### config.mk
export PLATFORM = sky130hd
export DESIGN_NAME = mutex_access_arbiter
export DESIGN_NICKNAME = d
export VERILOG_FILES = /design/src/rtl/mutex_access_arbiter_pkg.sv /design/src/rtl/mutex_access_arbiter_rr_pick.sv /design/src/rtl/mutex_access_arbiter.sv
export SDC_FILE = /design/constraint.sdc
export NUM_CORES = 1
export LEC_CHECK = 0
export CAP_MARGIN = 10
export CORE_MARGIN = 4
export CORE_UTILIZATION = 30
export DETAILED_ROUTE_END_ITERATION = 6
export MAX_ROUTING_LAYER = met4
export PLACE_DENSITY = 0.61
export SETUP_SLACK_MARGIN = 0.4
export SYNTH_ARGS = -nofsm -noshare
export SYNTH_HDL_FRONTEND = slang
export SYNTH_SLANG_ARGS = --single-unit
### constraint.sdc
create_clock -name clk -period 2.25 [get_ports clk]
set_input_delay 0.675 -clock clk [delete_from_list [all_inputs] [get_ports clk]]
set_output_delay 0.675 -clock clk [all_outputs]
set_load 0.02 [all_outputs]
### src/rtl/mutex_access_arbiter_pkg.sv
// Shared types and field layout for the mutex access arbiter and its round-robin picker.
package mutex_access_arbiter_pkg;

    typedef enum logic [2:0] {
        IDLE,
        WR_LOCK,
        RD_CHECK,
        BACKOFF,
        GRANTED,
        WR_FREE
    } state_t;

    localparam int OWNER_MSB = 31;
    localparam int OWNER_LSB = 16;
    localparam int VALUE_MSB = 15;
    localparam int VALUE_LSB = 0;

    localparam logic ADDR_MUTEX = 1'b0;
    localparam logic ADDR_RESET = 1'b1;

    typedef struct packed {
        logic        address;
        logic        chipselect;
        logic        write;
        logic        read;
        logic [31:0] writedata;
    } mutex_cmd_t;

    function automatic mutex_cmd_t cmd_write(input logic [15:0] owner, input logic [15:0] value);
        mutex_cmd_t c;
        c            = '0;
        c.address    = ADDR_MUTEX;
        c.chipselect = 1'b1;
        c.write      = 1'b1;
        c.writedata  = {owner, value};
        return c;
    endfunction

    function automatic mutex_cmd_t cmd_read();
        mutex_cmd_t c;
        c            = '0;
        c.address    = ADDR_MUTEX;
        c.chipselect = 1'b1;
        c.read       = 1'b1;
        return c;
    endfunction

endpackage

### src/rtl/mutex_access_arbiter_rr_pick.sv
// Combinational round-robin picker: first set request at or after ptr, wrapping.
module rr_priority_pick #(
    parameter int NUM_REQ = 4,
    parameter int IDX_W   = 2
) (
    input  logic [NUM_REQ-1:0] req,
    input  logic [IDX_W-1:0]   ptr,
    output logic [IDX_W-1:0]   idx,
    output logic               valid
);

    logic [IDX_W:0]   sum;
    logic [IDX_W-1:0] j;

    // Scan offsets from farthest to nearest so the nearest set bit wins.
    always_comb begin
        idx   = '0;
        valid = 1'b0;
        sum   = '0;
        j     = '0;
        for (int i = NUM_REQ - 1; i >= 0; i--) begin
            sum = {1'b0, ptr} + (IDX_W + 1)'(i);
            if (sum >= (IDX_W + 1)'(NUM_REQ))
                sum = sum - (IDX_W + 1)'(NUM_REQ);
            j = sum[IDX_W-1:0];
            if (req[j]) begin
                idx   = j;
                valid = 1'b1;
            end
        end
    end

endmodule

### src/rtl/mutex_access_arbiter.sv
// Arbitrates NUM_REQ requesters onto one hardware mutex slave: lock, confirm by readback,
// hold a one-hot grant until release, then free the mutex.
module mutex_access_arbiter
    import mutex_access_arbiter_pkg::*;
#(
    parameter int          NUM_REQ        = 4,
    parameter logic [15:0] OWNER_BASE     = 16'h0010,
    parameter logic [15:0] LOCK_VALUE     = 16'h0001,
    parameter int          BACKOFF_CYCLES = 8,
    parameter int          MAX_TRIES      = 4
) (
    input  logic               clk,
    input  logic               reset,
    input  logic [NUM_REQ-1:0] req,
    input  logic [NUM_REQ-1:0] release_pulse,
    output logic [NUM_REQ-1:0] grant,
    output logic               busy,
    output logic               fail_pulse,
    output logic               m_address,
    output logic               m_chipselect,
    output logic               m_write,
    output logic               m_read,
    output logic [31:0]        m_writedata,
    input  logic [31:0]        m_readdata
);

    localparam int IDX_W = $clog2(NUM_REQ);
    localparam int TRY_W = $clog2(MAX_TRIES + 1);
    localparam int BO_W  = $clog2(BACKOFF_CYCLES + 1);

    state_t           state;
    mutex_cmd_t       cmd;
    logic [IDX_W-1:0] rr_ptr, cur, pick_idx;
    logic             pick_vld;
    logic [TRY_W-1:0] try_cnt, try_inc;
    logic [BO_W-1:0]  backoff_cnt;
    logic [15:0]      cur_owner;
    logic             rd_ok;

    rr_priority_pick #(.NUM_REQ(NUM_REQ), .IDX_W(IDX_W)) u_pick (
        .req   (req),
        .ptr   (rr_ptr),
        .idx   (pick_idx),
        .valid (pick_vld)
    );

    function automatic logic [15:0] owner_of(input logic [IDX_W-1:0] i);
        return OWNER_BASE + 16'(i);
    endfunction

    function automatic logic [IDX_W-1:0] next_ptr(input logic [IDX_W-1:0] p);
        return (p == IDX_W'(NUM_REQ - 1)) ? '0 : p + IDX_W'(1);
    endfunction

    assign cur_owner = owner_of(cur);
    assign try_inc   = try_cnt + TRY_W'(1);
    assign rd_ok     = (m_readdata[OWNER_MSB:OWNER_LSB] == cur_owner) &&
                       (m_readdata[VALUE_MSB:VALUE_LSB] != '0);

    assign m_address    = cmd.address;
    assign m_chipselect = cmd.chipselect;
    assign m_write      = cmd.write;
    assign m_read       = cmd.read;
    assign m_writedata  = cmd.writedata;

    // Bus strobes and fail_pulse default low each cycle; each state sets what the next one drives.
    always_ff @(posedge clk) begin
        if (reset) begin
            state       <= IDLE;
            cmd         <= '0;
            rr_ptr      <= '0;
            cur         <= '0;
            try_cnt     <= '0;
            backoff_cnt <= '0;
            grant       <= '0;
            busy        <= 1'b0;
            fail_pulse  <= 1'b0;
        end else begin
            cmd        <= '0;
            fail_pulse <= 1'b0;
            case (state)
                IDLE: if (pick_vld) begin
                    cur   <= pick_idx;
                    cmd   <= cmd_write(owner_of(pick_idx), LOCK_VALUE);
                    busy  <= 1'b1;
                    state <= WR_LOCK;
                end
                WR_LOCK: begin
                    cmd   <= cmd_read();
                    state <= RD_CHECK;
                end
                RD_CHECK: begin
                    if (rd_ok && req[cur]) begin
                        grant[cur] <= 1'b1;
                        try_cnt    <= '0;
                        state      <= GRANTED;
                    end else if (rd_ok) begin
                        cmd   <= cmd_write(cur_owner, 16'h0000);
                        state <= WR_FREE;
                    end else if (try_inc == TRY_W'(MAX_TRIES)) begin
                        fail_pulse <= 1'b1;
                        rr_ptr     <= next_ptr(cur);
                        try_cnt    <= '0;
                        busy       <= 1'b0;
                        state      <= IDLE;
                    end else begin
                        try_cnt     <= try_inc;
                        backoff_cnt <= '0;
                        state       <= BACKOFF;
                    end
                end
                BACKOFF: begin
                    if (!req[cur]) begin
                        rr_ptr  <= next_ptr(cur);
                        try_cnt <= '0;
                        busy    <= 1'b0;
                        state   <= IDLE;
                    end else if (backoff_cnt == BO_W'(BACKOFF_CYCLES - 1)) begin
                        cmd   <= cmd_write(cur_owner, LOCK_VALUE);
                        state <= WR_LOCK;
                    end else begin
                        backoff_cnt <= backoff_cnt + BO_W'(1);
                    end
                end
                GRANTED: if (release_pulse[cur] || !req[cur]) begin
                    grant <= '0;
                    cmd   <= cmd_write(cur_owner, 16'h0000);
                    state <= WR_FREE;
                end
                WR_FREE: begin
                    rr_ptr  <= next_ptr(cur);
                    try_cnt <= '0;
                    busy    <= 1'b0;
                    state   <= IDLE;
                end
                default: state <= IDLE;
            endcase
        end
    end

endmodule
==> flow_metrics.env, run 1 <==
export IMPL_pre_cts_ws_ns=-0.617
export IMPL_totalWireLength_mm=4.52
export IMPL_synthArstFlopShare_pct=0
export IMPL_max_freq_mhz=448
export IMPL_grt_pass1_wl_mm=7.38
export IMPL_die_y_um=84.1
export IMPL_areaGrowthSynthToFinish_pct=49.5
export IMPL_cp_startpoint="m_readdata[26]"
export IMPL_final_util_pct=46.6
export IMPL_core_area_mm2=0.00557
export IMPL_vias_per_cell=4.62
export IMPL_cp_depth=8
export IMPL_rsz0062_at_grt="yes"
export IMPL_path_buf_inv=2
export IMPL_clkLatencyLatePin_ns=0.27
export IMPL_die_width_um=84.1
export IMPL_cp_start_kind="input pin"
export IMPL_hp_class="register to register"
export IMPL_grt_max_degree=15
export IMPL_hold_start="grant[0]"
export IMPL_antenna_found_initial=0
export IMPL_power_mw=1.32
export IMPL_dieArea_mm2=0.00707
export IMPL_r2r_slack_ns=0.15
export IMPL_required_ns=2.42
export IMPL_clkTransAtPathRegs_ns=0.09
export IMPL_num_nets_final=340
export IMPL_max_stage_delay_ns=0.53
export IMPL_clock_path_buffers=2
export IMPL_synth_top_area_share_pct=29.9
export IMPL_leakage_nw=1.17
export IMPL_diodes=0
export IMPL_num_rows=27
export IMPL_synth_top_area_cell="dfxtp_1"
export IMPL_ys_top_cells_by_area="dfxtp_1 30%, buf_4 13%, a21oi_1 6.0%, nor2_1 5.4%, ha_1 5.0%"
export IMPL_synth_edf_count=0
export IMPL_track_usage_pct=12.8
export IMPL_peakVddDrop_v=0.000306
export IMPL_drc_errors=0
export IMPL_postSynthCellCount=211
export IMPL_crit_fanout=6
export IMPL_setup_violations=0
export IMPL_post_route_min_period_ns=2.23
export IMPL_maxCapViolCount=0
export IMPL_initial_utilization_pct=31.2
export IMPL_path_delay_family="simple AND/OR/NAND/NOR gates"
export IMPL_syn_area_per_cell_um2=8.24
export IMPL_synth_warnings=0
export IMPL_ys_seq_area_share_pct=29.9
export IMPL_powerDensity_mw_per_mm2=506
export IMPL_timing_rr_end="try_cnt[1]"
export IMPL_place_gp_congestion=0.820
export IMPL_grt_pass1_vias=1577
export IMPL_io_pins=84
export IMPL_crit_path_end="rr_ptr[1]"
export IMPL_setup_ws_ns=0.0185
export IMPL_tritoncts="yes"
export IMPL_slowest_stage="or4_4"
export IMPL_run_status="finished clean"
export IMPL_synth_area_mm2=0.00174
export IMPL_r2r_cells=6
export IMPL_crit_chain="buf_6, or4_4, nor4_4, buf_4, and3_4, a211o_4, mux2i_1, nor2_1"
export IMPL_hpwl_mm=3.57
export IMPL_ant_nets=0
export IMPL_drt_iter0_markers=57
export IMPL_crit_arrival_ns=2.40
export IMPL_slew_viol_final=0
export IMPL_dr_pass1_iters=4
export IMPL_via_count=1671
export IMPL_numCtsBuffers=3
export IMPL_drive_above_1_share_pct=32.8
export IMPL_fillCellCount=551
export IMPL_timing_hold_violations_final=0
export IMPL_root_buffer="clkbuf_8"
export IMPL_synth_ff_type="dfxtp_1"
export IMPL_htreeDepth=1
export IMPL_synth_cell_types=48
export IMPL_end_kind="register"
export IMPL_wl_per_cell_um=12.5
export IMPL_path_class="input pin to register"
export IMPL_overflow=0
export IMPL_fin_crit_sh_pct=99.2
export IMPL_cts_sinks=26
export IMPL_hold_path_cell_count=2
export IMPL_synth_seq_cells=26
export IMPL_io_buffers=54
export IMPL_r2r_start="cur[0]"
export IMPL_skew_ns=0.00223
[worst min-delay path, delay by kind of cell (launching register included)]
family	cells	cell delay, ns
AND/OR/NAND/NOR	1	0.07
AO/OA/AOI/OAI	1	0.04
flip-flops	1	0.34
[flip-flops by register name, summed over array words and instances (netlist names)]
signal and count:
fail_pulse 1, cur 2, grant 4, m_writedata 4
m_chipselect 1, m_read 1, state 3, rr_ptr 2
try_cnt 3, backoff_cnt 4, busy 1
[Yosys cell counts (4+ instances only)]
library cell  count
buf_4            30
dfxtp_1          26
nor2_1           25
a21oi_1          21
nand2_1          12
ha_1              7
mux2i_1           7
nor3_1            7
nor4_1            7
inv_1             6
clkbuf_1          4
nand3_1           4
o21ai_0           4
xor2_1            4
[cell type report]
type,count,area (um2),share of cell area (%)
inverter,6,22.5,0.867
clock buffer,4,55.1,2.12
timing repair buffer,84,699,26.9
sequential,26,522,20.1
multi-input combinational,170,1210,46.5
tap,72,90.1,3.47
[report_power, final]
part	internal (mW)	total [mW]	switching, mW
Sequential	0.496	0.522	0.0253
Combinational	0.227	0.490	0.263
Clock	0.156	0.304	0.147
Total	0.880	1.32	0.435
[cells in the final DEF, fill, tap and decap left out, types with 6 or more instances in the layout]
| cell | count |
|---|---|
| conb_1 | 29 |
| dfxtp_1 | 25 |
| buf_4 | 25 |
| nor2_1 | 23 |
| a21oi_1 | 18 |
| dlygate4sd2_1 | 18 |
| clkdlybuf4s15_1 | 13 |
| nand2_1 | 11 |
| buf_6 | 11 |
| mux2i_1 | 7 |
| ha_1 | 7 |
| clkbuf_2 | 7 |
| buf_2 | 7 |
| inv_1 | 6 |
[cells by family (layout without fill, tap and decap cells)]
family                   count (synthesis)  after routing  share of synthesized area [%]
buffers and inverters                   43             94                           16.3
AO/OA/AOI/OAI                           43             43                           16.0
XOR/XNOR                                 4              4                           2.02
AND/OR/NAND/NOR                         77             77                           23.0
flip-flops                              26             26                           29.9
multiplexers                            10             10                           7.49
other                                    1             29                          0.216
adder cells (fa/ha/maj)                  7              7                           5.04
[layer usage]
metal	part of all wire [%]	vias to the layer above	track usage (%)
met4	0.75	0	2.19
met3	4.8	4	2.67
met2	53	42	22.0
met5	0	-	-
met1	42	779	15.6
li1	-	846	-
[metrics by stage]
| step | instance area (um2) | instances | TNS, ns | hold WS, ns |
|---|---|---|---|---|
| 2_1_floorplan | 1890 | 239 | -0.148 | 0.453 |
| 3_3_place_gp | 2440 | 352 | -10.31 | 0.458 |
| 3_5_place_dp | 2440 | 352 | -10.37 | 0.464 |
| 4_1_cts | 2540 | 361 | 0 | 0.486 |
| 5_1_grt | 2600 | 362 | -0.0666 | 0.514 |
| 6_report | 2600 | 362 | 0 | 0.472 |
[timing repair]
item,4_1_cts,5_1_grt
setup endpoints to repair,38,24
hold buffers,0,0
resized for setup,121,30
pin swaps,23,21
buffers inserted,5,1
[how the worst min path moves through the flow]
stage                endpoint  slack (ns)
2_1_floorplan  backoff_cnt[3]        0.45
3_3_place_gp         grant[0]        0.46
3_5_place_dp         grant[1]        0.46
4_1_cts              grant[0]        0.49
5_1_grt              grant[1]        0.51
6_report             grant[0]        0.47
Note: power is estimated with default switching activity, not from simulation.
==> run 2: changes to the inputs <==
--- a/config.mk
+++ b/config.mk
@@ -6,8 +6,10 @@
 export NUM_CORES = 1
 export LEC_CHECK = 0
 export CAP_MARGIN = 10
+export CORE_ASPECT_RATIO = 0.7
 export CORE_MARGIN = 4
 export CORE_UTILIZATION = 30
+export CTS_CLUSTER_DIAMETER = 150
 export DETAILED_ROUTE_END_ITERATION = 6
 export MAX_ROUTING_LAYER = met4
 export PLACE_DENSITY = 0.61
==> flow_metrics.env, run 2 (synthesis results as in run 1) <==
export IMPL_rsz0062_at_grt="yes"
export IMPL_cts_hold_buf=0
export IMPL_drt_iter0_markers=87
export IMPL_drc_errors=0
export IMPL_fin_crit_sh_pct=97.5
export IMPL_timing_hold_violations_final=0
export IMPL_end_kind="register"
export IMPL_root_buffer="clkbuf_8"
export IMPL_setup_violations=0
export IMPL_cts_sinks=26
export IMPL_r2r_start="state[1]"
export IMPL_track_usage_pct=13.3
export IMPL_clkLatencyLatePin_ns=0.27
export IMPL_num_nets_final=335
export IMPL_cp_start_kind="input pin"
export IMPL_fillCellCount=543
export IMPL_overflow=0
export IMPL_via_count=1668
export IMPL_slew_viol_final=0
export IMPL_place_gp_congestion=0.829
export IMPL_dr_pass1_iters=4
export IMPL_grt_pass1_wl_mm=7.62
export IMPL_io_pins=84
export IMPL_crit_fanout=4
export IMPL_totalWireLength_mm=4.80
export IMPL_core_area_mm2=0.00542
export IMPL_path_class="input pin to register"
export IMPL_hp_class="register to register"
export IMPL_leakage_nw=1.14
export IMPL_max_freq_mhz=456
export IMPL_final_util_pct=47.1
export IMPL_drive_above_1_share_pct=33.1
export IMPL_r2r_cells=6
export IMPL_tritoncts="yes"
export IMPL_cp_startpoint="m_readdata[30]"
export IMPL_r2r_slack_ns=0.12
export IMPL_required_ns=2.41
export IMPL_htreeDepth=1
export IMPL_post_route_min_period_ns=2.19
export IMPL_grt_pass1_vias=1608
export IMPL_initial_utilization_pct=32.0
export IMPL_vias_per_cell=4.69
export IMPL_areaGrowthSynthToFinish_pct=47.0
export IMPL_crit_arrival_ns=2.35
export IMPL_dieArea_mm2=0.00709
export IMPL_numCtsBuffers=3
export IMPL_wl_per_cell_um=13.5
export IMPL_crit_path_end="backoff_cnt[2]"
export IMPL_diodes=0
export IMPL_hpwl_mm=3.78
export IMPL_clkTransAtPathRegs_ns=0.09
export IMPL_ant_nets=0
export IMPL_powerDensity_mw_per_mm2=500
export IMPL_maxCapViolCount=0
export IMPL_peakVddDrop_v=0.000289
export IMPL_run_status="finished clean"
export IMPL_skew_ns=0.00890
export IMPL_timing_rr_end="backoff_cnt[3]"
export IMPL_hold_start="grant[0]"
export IMPL_die_y_um=71.7
export IMPL_final_common_cell="conb_1"
export IMPL_grt_max_degree=14
export IMPL_num_rows=22
export IMPL_io_buffers=54
export IMPL_power_mw=1.28
export IMPL_die_width_um=99.0
export IMPL_clock_path_buffers=2
export IMPL_antenna_found_initial=0
export IMPL_layout_common_cells="29 x conb_1, 25 x dfxtp_1, 23 x nor2_1"
==> run 2: cell count changes in the layout (fill, tap and decap cells not counted), moves of 3 or more <==
| cell | delta |
|---|---|
| nand2_2 | +3 |
| clkbuf_2 | -4 |
| clkdlybuf4s15_1 | -5 |
| buf_4 | -3 |
| dlygate4sd2_1 | +3 |
| buf_2 | +5 |
==> run 2: how the worst min path moves through the flow <==
| stage | slack (ns) | to | depth (start not counted) |
|---|---|---|---|
| 2_1_floorplan | 0.45 | backoff_cnt[3] | 2 |
| 3_3_place_gp | 0.45 | grant[2] | 2 |
| 3_5_place_dp | 0.46 | grant[0] | 2 |
| 4_1_cts | 0.48 | grant[0] | 2 |
| 5_1_grt | 0.51 | grant[0] | 2 |
| 6_report | 0.48 | grant[0] | 2 |
==> run 2: where the power goes <==
| part | leakage (nW) | internal (mW) | switching (mW) |
|---|---|---|---|
| sequential | 0.213 | 0.497 | 0.0316 |
| clock | 0.0216 | 0.120 | 0.137 |
| combinational | 0.906 | 0.225 | 0.267 |
==> run 2: critical path, cell delays in order <==
cell     delay [ns]
buf_6          0.09
or4_4          0.54
nor4_4         0.32
nand4_1        0.21
buf_4          0.22
nand3_1        0.09
xor2_1         0.15
nor2_1         0.06
==> run 2: area by class of cell <==
| type | count | area [um2] | area share (%) |
|---|---|---|---|
| clock buffers | 3 | 41.3 | 1.62 |
| flip-flops and latches | 26 | 522 | 20.4 |
| inverters | 6 | 22.5 | 0.881 |
| repair buffers | 79 | 656 | 25.7 |
| well taps | 72 | 90.1 | 3.53 |
| multi-input cells | 170 | 1220 | 47.9 |
==> run 2: what timing repair did <==
item | CTS | global route
resized for setup | 127 | 24
pin swaps | 24 | 8
buffers inserted | 2 | 1
setup endpoints to repair | 38 | 24
==> run 2: per-layer routing <==
layer,up-vias,GRT usage (%),part of all wire [%]
li1,832,-,-
met1,758,18.2,47
met2,76,19.7,43
met3,2,4.18,10
met4,0,1.36,0.33
met5,-,-,0
==> run 2: per-stage QoR <==
stage / setup TNS, ns / hold WS, ns / instances / setup slack [ns] / cell area [um2]
3_5_place_dp: -11.00 / 0.465 / 350 / -0.711 / 2430
6_report: 0 / 0.475 / 356 / 0.0559 / 2550
2_1_floorplan: -0.148 / 0.453 / 239 / -0.0446 / 1890
5_1_grt: -0.101 / 0.511 / 356 / -0.0377 / 2550
3_3_place_gp: -10.73 / 0.453 / 350 / -0.623 / 2430
4_1_cts: 0 / 0.485 / 355 / 0.0627 / 2470
==> run 3: changes to the inputs <==
==> constraint.sdc (replaced) <==
create_clock -name clk -period 2.25 [get_ports clk]
set_input_delay 0.675 -clock clk [delete_from_list [all_inputs] [get_ports clk]]
set_output_delay 0.675 -clock clk [all_outputs]
set_load 0.005 [all_outputs]
==> flow_metrics.env, run 3 (synthesis results as in run 1) <==
export IMPL_run_status="finished clean"
export IMPL_die_width_um=99.0
export IMPL_instances_no_fill=356
export IMPL_diodes=0
export IMPL_ant_nets=0
export IMPL_grt_pass1_vias=1608
export IMPL_antenna_found_initial=0
export IMPL_max_freq_mhz=456
export IMPL_maxCapViolCount=0
export IMPL_clkTransAtPathRegs_ns=0.09
export IMPL_grt_util_met2_pct=19.7
export IMPL_power_mw=1.24
export IMPL_end_kind="register"
export IMPL_clkLatencyLatePin_ns=0.27
export IMPL_dieArea_mm2=0.00709
export IMPL_crit_chain="buf_6, or4_4, nor4_4, nand4_1, buf_4, nand3_1, xor2_1, nor2_1"
export IMPL_grt_max_degree=14
export IMPL_wl_per_cell_um=13.5
export IMPL_slowest_stage="or4_4"
export IMPL_rsz0062_at_grt="yes"
export IMPL_drive_above_1_share_pct=33.5
export IMPL_num_rows=22
export IMPL_layout_common_cells="29 x conb_1, 24 x dfxtp_1, 23 x nor2_1"
export IMPL_num_nets_final=335
export IMPL_hp_class="register to register"
export IMPL_path_class="input pin to register"
export IMPL_skew_ns=0.00881
export IMPL_slew_viol_final=0
export IMPL_vias_per_cell=4.69
export IMPL_peakVddDrop_v=0.000278
export IMPL_cts_sinks=26
export IMPL_place_gp_congestion=0.829
export IMPL_via_count=1669
export IMPL_crit_fanout=4
export IMPL_track_usage_pct=13.3
export IMPL_busiest_layer="met2"
export IMPL_powerDensity_mw_per_mm2=481
export IMPL_place_area_mm2=0.00243
export IMPL_numCtsBuffers=3
export IMPL_final_cell_area_mm2=0.00257
export IMPL_drt_iter0_markers=87
export IMPL_grtUsageMet3_pct=4.18
export IMPL_clock_path_buffers=2
export IMPL_setup_violations=0
export IMPL_core_area_mm2=0.00542
export IMPL_place_inst=350
export IMPL_initial_utilization_pct=32.0
export IMPL_required_ns=2.41
export IMPL_final_common_cell="conb_1"
export IMPL_leakage_nw=1.09
export IMPL_path_delay_family="simple AND/OR/NAND/NOR gates"
export IMPL_fin_crit_sh_pct=97.5
export IMPL_io_buffers=54
export IMPL_areaGrowthSynthToFinish_pct=47.9
export IMPL_cp_start_kind="input pin"
export IMPL_multi_input_area_mm2=0.00122
export IMPL_post_route_min_period_ns=2.19
export IMPL_totalWireLength_mm=4.80
export IMPL_grt_use_met1_pct=18.2
export IMPL_final_seq_area_um2=523
export IMPL_fillCellCount=539
export IMPL_hpwl_mm=3.78
export IMPL_crit_arrival_ns=2.35
export IMPL_drc_errors=0
export IMPL_io_pins=84
export IMPL_overflow=0
export IMPL_root_buffer="clkbuf_8"
export IMPL_max_stage_delay_ns=0.54
export IMPL_die_y_um=71.7
export IMPL_holdWs_ns=0.476
export IMPL_grt_pass1_wl_mm=7.62
export IMPL_dr_pass1_iters=4
export IMPL_tritoncts="yes"
export IMPL_htreeDepth=1
export IMPL_path_buf_inv=2
export IMPL_timing_hold_violations_final=0
-- run 3: final timing paths --
| check | startpoint | to | slack (ns) | depth (start not counted) |
|---|---|---|---|---|
| worst max-delay path | m_readdata[30] | backoff_cnt[2] | 0.06 | 8 |
| worst min-delay path | grant[2] | grant[2] | 0.48 | 2 |
| worst max register to register | state[1] | backoff_cnt[3] | 0.12 | 6 |
| worst min register to register | grant[2] | grant[2] | 0.48 | 2 |
-- run 3: final cells by class --
type | instances | area share [%]
Inverter | 6 | 0.876
Sequential cell | 26 | 20.3
Clock buffer | 3 | 1.61
Multi-Input combinational cell | 170 | 47.6
Timing Repair Buffer | 79 | 26.1
Tap cell | 72 | 3.50
-- run 3: metrics by stage --
stage	utilization [%]	worst slack, ns	setup TNS (ns)
2_1_floorplan	-	-0.0446	-0.148
4_1_cts	45.8	0.0627	0
3_3_place_gp	44.9	-0.623	-10.73
5_1_grt	47.4	-0.0377	-0.101
3_5_place_dp	44.9	-0.711	-11.00
6_report	47.4	0.0560	0
-- run 3: metal layers --
| metal | wire (um) | up-vias | share of wire, % |
|---|---|---|---|
| met2 | 2040 | 76 | 43 |
| met3 | 480 | 2 | 10 |
| met1 | 2260 | 759 | 47 |
| li1 | - | 832 | - |
| met4 | 16 | 0 | 0.33 |
| met5 | 0 | - | 0 |
-- run 3: repair_timing --
action / CTS / global route
pin swaps: 24 / 8
hold buffers: 0 / 0
endpoints found under the hold margin: 0 / 0
resized for setup: 115 / 25
endpoints found under the setup margin: 26 / 25
buffers inserted: 2 / 1
gates cloned: 0 / 0
-- run 3: worst register-to-register path: cells and delay by family, from the launching register on --
family | cells | cell delay [ns]
AND/OR/NAND/NOR | 3 | 0.97
flip-flops | 1 | 0.45
AO/OA/AOI/OAI | 3 | 0.67
-- run 3: report_power, final --
part	internal (mW)	leakage, nW	total, mW	switching [mW]
logic	0.237	0.857	0.450	0.213
clock network	0.120	0.0216	0.257	0.138
registers	0.497	0.213	0.529	0.0324
